==> src/rtl/instr_pack.sv <==
// instr_pack: shared register codes, data-memory widths and sequencer states.
package instr_pack;
    localparam int REG_W       = 3;
    localparam int DMEM_ADDR_W = 8;
    localparam int DMEM_DATA_W = 8;
    typedef enum logic [REG_W-1:0] {rega, regb, regc, regd, rege, regf, regg, regx} register;
    typedef enum logic [1:0] {IDLE, RD_WAIT, RD_RESP, CLEAR} dmem_state_t;
endpackage

==> src/rtl/dmem_ram.sv <==
// dmem_ram: single-port synchronous RAM; the read data register only updates on re.
module dmem_ram #(
    parameter int ADDR_W = 8,
    parameter int DATA_W = 8,
    parameter int DEPTH  = 256
) (
    input  logic              clk,
    input  logic              we,
    input  logic              re,
    input  logic [ADDR_W-1:0] addr,
    input  logic [DATA_W-1:0] wdata,
    output logic [DATA_W-1:0] rdata
);
    logic [DATA_W-1:0] mem_q [DEPTH];
    logic [DATA_W-1:0] rdata_q;
    assign rdata = rdata_q;
    always_ff @(posedge clk) begin
        if (we) mem_q[addr] <= wdata;
        if (re) rdata_q <= mem_q[addr];
    end
endmodule

==> src/rtl/data_mem_unit.sv <==
// data_mem_unit: load/store sequencer around the data RAM with a single outstanding load and busy stall.
// Build option DMEM_CLEAR_EN zero-fills the RAM after every reset.
module data_mem_unit
    import instr_pack::*;
#(
    parameter int ADDR_W = DMEM_ADDR_W,
    parameter int DATA_W = DMEM_DATA_W,
    parameter int DEPTH  = 256,
    parameter int RD_LAT = 1
) (
    input  logic              clk,
    input  logic              reset,
    input  logic              ld_req,
    input  logic              st_req,
    input  logic [ADDR_W-1:0] addr,
    input  logic [DATA_W-1:0] st_data,
    input  register           ld_dst,
    output logic [DATA_W-1:0] loadData,
    output logic              loadEn,
    output register           loadDst,
    output logic              busy,
    output logic              req_err
);
    dmem_state_t       state_q;
    logic [1:0]        cnt_q;
    register           dst_q, ld_dst_q;
    logic [DATA_W-1:0] ld_data_q, ram_rdata, ram_wdata;
    logic [ADDR_W-1:0] ram_addr;
    logic              ld_en_q, busy_q, err_q, idle, ram_we, ram_re;
    assign idle   = state_q == IDLE;
    assign ram_re = ~reset & idle & ld_req & ~st_req;
`ifdef DMEM_CLEAR_EN
    localparam dmem_state_t RST_STATE = CLEAR;
    localparam logic        RST_BUSY  = 1'b1;
    logic [ADDR_W-1:0] clr_q;
    logic              clearing;
    assign clearing  = state_q == CLEAR;
    assign ram_we    = ~reset & (clearing | (idle & st_req));
    assign ram_addr  = clearing ? clr_q : addr;
    assign ram_wdata = clearing ? '0 : st_data;
`else
    localparam dmem_state_t RST_STATE = IDLE;
    localparam logic        RST_BUSY  = 1'b0;
    assign ram_we    = ~reset & idle & st_req;
    assign ram_addr  = addr;
    assign ram_wdata = st_data;
`endif
    assign loadData = ld_data_q;
    assign loadEn   = ld_en_q;
    assign loadDst  = ld_dst_q;
    assign busy     = busy_q;
    assign req_err  = err_q;
    dmem_ram #(.ADDR_W(ADDR_W), .DATA_W(DATA_W), .DEPTH(DEPTH)) u_ram (
        .clk(clk), .we(ram_we), .re(ram_re), .addr(ram_addr), .wdata(ram_wdata), .rdata(ram_rdata)
    );
    always_ff @(posedge clk) begin
        if (reset) begin
            state_q   <= RST_STATE;
            cnt_q     <= '0;
            dst_q     <= rega;
            ld_dst_q  <= rega;
            ld_data_q <= '0;
            ld_en_q   <= 1'b0;
            busy_q    <= RST_BUSY;
            err_q     <= 1'b0;
`ifdef DMEM_CLEAR_EN
            clr_q     <= '0;
`endif
        end else begin
            ld_en_q <= 1'b0;
            // outside IDLE every request is illegal; in IDLE only the load+store collision is
            err_q   <= idle ? ld_req & st_req : ld_req | st_req;
            case (state_q)
                IDLE: if (ram_re) begin
                    dst_q   <= ld_dst;
                    cnt_q   <= 2'(RD_LAT - 1);
                    busy_q  <= 1'b1;
                    state_q <= RD_WAIT;
                end
                RD_WAIT: if (cnt_q == '0) state_q <= RD_RESP; else cnt_q <= cnt_q - 2'd1;
                RD_RESP: begin
                    ld_en_q   <= 1'b1;
                    ld_data_q <= ram_rdata;
                    ld_dst_q  <= dst_q;
                    busy_q    <= 1'b0;
                    state_q   <= IDLE;
                end
`ifdef DMEM_CLEAR_EN
                CLEAR: begin
                    clr_q <= clr_q + 1'b1;
                    if (clr_q == ADDR_W'(DEPTH - 1)) begin
                        busy_q  <= 1'b0;
                        state_q <= IDLE;
                    end
                end
`endif
                default: state_q <= IDLE;
            endcase
        end
    end
endmodule

==> config.mk <==
export PLATFORM = sky130hd
export DESIGN_NAME = data_mem_unit
export DESIGN_NICKNAME = d
export VERILOG_FILES = /design/src/rtl/instr_pack.sv /design/src/rtl/dmem_ram.sv /design/src/rtl/data_mem_unit.sv
export SDC_FILE = /design/constraint.sdc
export NUM_CORES = 2
export LEC_CHECK = 0
export ABC_CLOCK_PERIOD_IN_PS = 3200
export CORE_MARGIN = 2
export CORE_UTILIZATION = 50
export DETAILED_ROUTE_END_ITERATION = 16
export GPL_ROUTABILITY_DRIVEN = 1
export GPL_TIMING_DRIVEN = 0
export PLACE_DENSITY = 0.63
export SETUP_SLACK_MARGIN = 0.1
export SYNTH_ARGS = -nofsm -noshare
export SYNTH_HDL_FRONTEND = slang
export SYNTH_SLANG_ARGS = --single-unit
export TNS_END_PERCENT = 20
==> constraint.sdc <==
create_clock -name clk -period 3.2 [get_ports clk]
set_input_delay 0.48 -clock clk [delete_from_list [all_inputs] [get_ports clk]]
set_output_delay 0.48 -clock clk [all_outputs]
set_load 0.02 [all_outputs]
After elaboration in Yosys (flattened, before gate mapping)
Memory sizes are Yosys's and may differ from the RTL's. A register that Yosys moved wholly into a read port is not among the register bits.
Index checks and enable logic that the tools add are counted.

word-level totals
  bits of input ports = 23
  memories = 1
  flip-flop bits (word level) = 21
  memory bits (writable) = 2048
  ROM bits = 0
  latch bits = 0
  output and inout port bits = 14
  word-level logic and storage cells = 43

operators by class
  divide/modulo/power cells = 0
  add/sub/neg operators = 1
  multiply operators = 0
  multiplexer cells = 12
  reductions and logical operators = 8
  bitwise gates (word level) = 8
  shift operators = 0
  magnitude comparators = 0
  eq/ne operators = 5

memory list
  memory       depth  bits a word  rd ports  clocked after Yosys merged registers in  wr ports  RTL line        text
  u_ram.mem_q  256    8            1         1                                        1         dmem_ram.sv:14  logic [DATA_W-1:0] mem_q [DEPTH];

operators by type and width
  cell                                              number
  two-way mux 2 bit                                 4
  case mux 2 bit (2 select lines)                   2
  AND reduction 2 bit                               3
  AND 1 bit                                         5
  two-way mux 1 bit                                 5
  logical NOT 2 bit                                 2
  != test 2 bit, second input constant              2
  nonzero test 2 bit                                2
  AND reduction 3 bit                               1
  == test 2 x 1 -> 1 bit, second input constant     1
  == test 2 bit, second input constant              1
  != test 2 x 1 -> 1 bit, second input constant     1
  NOT 1 bit                                         2
  case mux 1 bit (2 select lines)                   1
  subtractor 2 x 1 -> 2 bit, second input constant  1
  OR 1 bit                                          1

Logic depth before layout (Yosys ltp)
  word-level depth = 6
  depth in mapped cells = 8
  depth with buffers taken out = 6

Modules after synthesis
A second synthesis with hierarchy kept.

unflattened totals
  cell total of the unflattened synthesis = 3634
  area total of the unflattened synthesis = 79371.1 µm²

modules (own cells, without submodules)
  module         seq. area each (µm²)  cells each  area an instance (µm²)  times used
  dmem_ram       61739.2               3547        78572.9                 1
  data_mem_unit  420.4                 87          798.3                   1

Worst setup path after synthesis
Ideal clock, no wire load.

  kind = input -> register
  start = input port addr[0]
  end = memory u_ram.mem_q[117][0] (enable)
  path buffers = 4
  stages = 8
  required time = 2.830 ns
  setup slack = 0.563 ns
  data arrival time = 2.267 ns
  library setup time = 0.370 ns
  path through = buf_2 buf_2 buf_2 nand3_1 nor2_1 nand2_1 clkbuf_1 nor2_1

RTL lines
  item             RTL line             text
  start, declared  data_mem_unit.sv:15  input logic [ADDR_W-1:0] addr,
  end, declared    dmem_ram.sv:14

Straight into the memory's write port.

==> key figures <==
Status
  • Result of the run: finished, violations left
  • Violations in the final reports: setup timing

GRT
  • Overall Global Routing Usage: a little over a quarter
  • Maximum number of pins on one net before global-route repair: about 150
  • Antenna violations before repair: 12
  • Global route overflow: 0
  • Number of global-route vias before repair: 38.81k
  • Global-route wire length before repair: between 200000 and 300000 um

Logic synthesis
  • Top cells by area in the synthesized netlist: sky130_fd_sc_hd__edfxtp_1, sky130_fd_sc_hd__mux4_2, sky130_fd_sc_hd__a22oi_1
  • Cell area after synthesis: just under 80000 um^2
  • Number of different library cells in the post-synthesis netlist: 28
  • Register bit total from synthesis: around 2.1k
  • Post-synth EDFFs: 2056
  • Area share of the largest cell type after synthesis: between 70% and 80%
  • Average footprint of a synthesized cell: 21.86 um^2
  • Count of synthesis-stage warnings from yosys: 0
  • Seq/Total Area, Yosys: around four fifths
  • Largest area contributor in the netlist: sky130_fd_sc_hd__edfxtp_1
  • Most frequent cell after synthesis: sky130_fd_sc_hd__edfxtp_1
  • Predominant post-synthesis flop cell: sky130_fd_sc_hd__edfxtp_1
  • Ys async rst share: 0%
  • Synth Instances: 3616
  • Most used standard cells in the synthesized netlist: sky130_fd_sc_hd__edfxtp_1, sky130_fd_sc_hd__mux4_2, sky130_fd_sc_hd__nor2_1, sky130_fd_sc_hd__a22oi_1, sky130_fd_sc_hd__clkbuf_1
  • Post-Syn Nets: around 3.6k

Floorplan
  • Die area: 161300 um^2
  • Count of standard-cell rows: around 150
  • Boundary pin count: 37
  • Starting Density: about half
  • Width of the die: around 400 um
  • Core Footprint: 156600 um^2
  • DIE HEIGHT: between 400 and 500 um

Timing
  • Final hold vios: 0
  • Worst slew margin relative to its limit: between 10% and 20%
  • Count of final max-slew check failures: 0
  • PnR worst setup slack: -183.8 ps
  • Setup repair after global routing missed its margin: true
  • Total setup violations reported at the end of the flow: 158
  • Sum of negative setup slack: -5233 ps
  • Worst clock skew on the final layout: between 30 and 40 ps
  • Slew at the pin closest to its max-slew limit: ~1300 ps
  • Final worst path period need: between 3000 and 4000 ps
  • Maximum clock frequency: 0.2955 GHz
  • Final critical-path share of the clock period: 105.7%

Setup path
  • Biggest fanout along the worst timing path: 12
  • Type of element capturing the critical path: flip-flop
  • Critical path arrival: just under 4000 ps
  • Chain of cells forming the critical path: clkdlybuf4s50_1, nor2b_1, clkbuf_2, buf_4, clkbuf_1, a22oi_1, a21oi_1, o41ai_2, nand4_1
  • Startpoint type of the worst setup path: input port
  • Critical path start-end classification: in2reg
  • Largest stage delay on the critical path: 680 ps
  • Data required time of the critical path: 3790 ps
  • Library cell contributing the largest single delay on the critical path: sky130_fd_sc_hd__a21oi_1

Place
  • Routability congestion estimate: 0.9567
  • Placed cell areas: 82630 um^2
  • Detailed placement HPWL: 139200 um
  • Port Buffer Count: 34

Job
  • Max-cap violations: 0

Detailed routing
  • Average routed wire per standard cell: 35.27 um
  • Remaining DRCs: 0
  • 1st-iter DRT viols: approximately 6k
  • TritonRoute pass-1 iters: 10
  • Total detailed-routing wirelength: around 220000 um
  • Routed vias/inst: between 6 and 7
  • Vias post-DR: just under 40k
  • Post-route antenna net violation count: 0

Cells and area
  • Area Overhead vs Synth: 14.64%
  • Number of nets in the finished design: around 4k
  • Post-route cell area: ~90000 um^2
  • Fraction of layout cells with a size suffix above 1: just under 30%

Clock network
  • Total clock sinks: around 2.1k
  • Number of buffers between clock root and the deepest sink: 3
  • Number of H-tree branching levels: 4
  • Root buffer cell: sky130_fd_sc_hd__clkbuf_16
  • Total CTS buffers: around 200
  • Clk pin slew, worst setup/hold paths: about 60 ps
  • Clock tree from TritonCTS: yes
  • Clock insertion delay at the later pin of the skew report: between 800 and 900 ps

Power
  • Power density over the cells: roughly 600 nW/um^2
  • Leakage power: around 27 nW
  • Worst IR Drop VDD: 0.5810 mV

Worst hold path
  • Worst hold-check path type: in2reg
## power breakdown
part	total, mW	switching [mW]	internal, mW
sequential	29.9	0.00963	29.9
clock	22.6	10.1	12.4
combinational	2.79	1.89	0.900
## metrics by stage
step | hold slack [ps] | worst slack (ps) | cells | power (mW) | util [%]
final | 68.56 | -183.8 | 6115 | 55.28 | 57.89
after global placement | 446.1 | -6393 | 5708 | 33.38 | 52.36
after CTS | 39.36 | -30.26 | 6105 | 55.41 | 57.51
after global routing | 51.52 | -22.97 | 6112 | 56.68 | 57.88
after detailed placement | 448.7 | -2761 | 5731 | 33.15 | 52.78
after floorplan | 432.1 | 562.8 | 3616 | 31.78 | -
## timing repair
item                                    4_1_cts  5_1_grt
gates resized for setup                     389      177
gates cloned                                  0        0
hold buffers                                  0        0
pin swaps                                     2       14
endpoints found under the setup margin     2056     1546
buffers inserted                              0        7
## worst paths after layout
path	slack, ps	depth (start not counted)	endpoint	from
setup / recovery	-180	9	u_ram.rdata[6]	addr[3]
hold / removal	70	1	u_ram.mem_q[86][0]	st_data[0]
setup reg to reg	40	7	u_ram.mem_q[205][4]	state_q[1]
hold reg to reg	450	2	loadDst[2]	dst_q[2]
## cell families after synthesis
kind of cell / Yosys count / synth area share, %
DFF: 2077 / 78.62
AOI/OAI and AO/OA: 436 / 3.728
adders and majority gates: 1 / 0.01582
and+or+nand+nor: 358 / 1.802
buffers and inverters: 232 / 1.249
muxes: 512 / 14.58
## worst max-delay path: cells and delay by family
| family | cells | cell delay [ps] |
|---|---|---|
| compound gates | 3 | 1110 |
| simple gates | 2 | 530 |
| buf+inv | 4 | 1810 |
## routing by layer
layer	wire, um	up-vias	track usage [%]	share of wire [%]
met5	184	-	0	0.085
met4	8226	6	10.16	3.8
met3	23760	331	7.094	11
met2	100200	2130	40.59	46
met1	83300	21020	37.93	39
li1	-	15870	-	-
## layout by cell type (no fill, tap or decap), types with 38 or more instances in the layout
cell	netlist	final
sky130_fd_sc_hd__a21oi_1	145	115
sky130_fd_sc_hd__a22oi_1	256	246
sky130_fd_sc_hd__buf_4	12	38
sky130_fd_sc_hd__clkbuf_1	154	131
sky130_fd_sc_hd__clkbuf_16	0	205
sky130_fd_sc_hd__clkbuf_2	0	52
sky130_fd_sc_hd__clkinv_1	0	56
sky130_fd_sc_hd__edfxtp_1	2056	2056
sky130_fd_sc_hd__mux4_2	512	512
sky130_fd_sc_hd__nand2_1	59	40
sky130_fd_sc_hd__nor2_1	265	96
sky130_fd_sc_hd__nor2_4	0	134
## state kept, by name, summed over array words and instances, names as in the netlist
| name | flops |
|---|---|
| busy | 1 |
| req_err | 1 |
| u_ram.rdata | 8 |
| loadDst | 3 |
| loadEn | 1 |
| loadData | 8 |
| dst_q | 3 |
| u_ram.mem_q | 2048 |
| cnt_q | 2 |
| state_q | 2 |
## cell type report
type | count | area [um^2]
buffer | 228 | 1269
sequential | 2077 | 62160
timing repair buffer | 64 | 1022
clock buffer | 258 | 5329
tap | 2058 | 2575
multi-input combinational | 1307 | 17410
fill | 11260 | 65930
inverter | 4 | 15.01
antenna | 3 | 7.507
clock inverter | 116 | 848.3
Note: power is estimated with default switching activity, not from simulation.
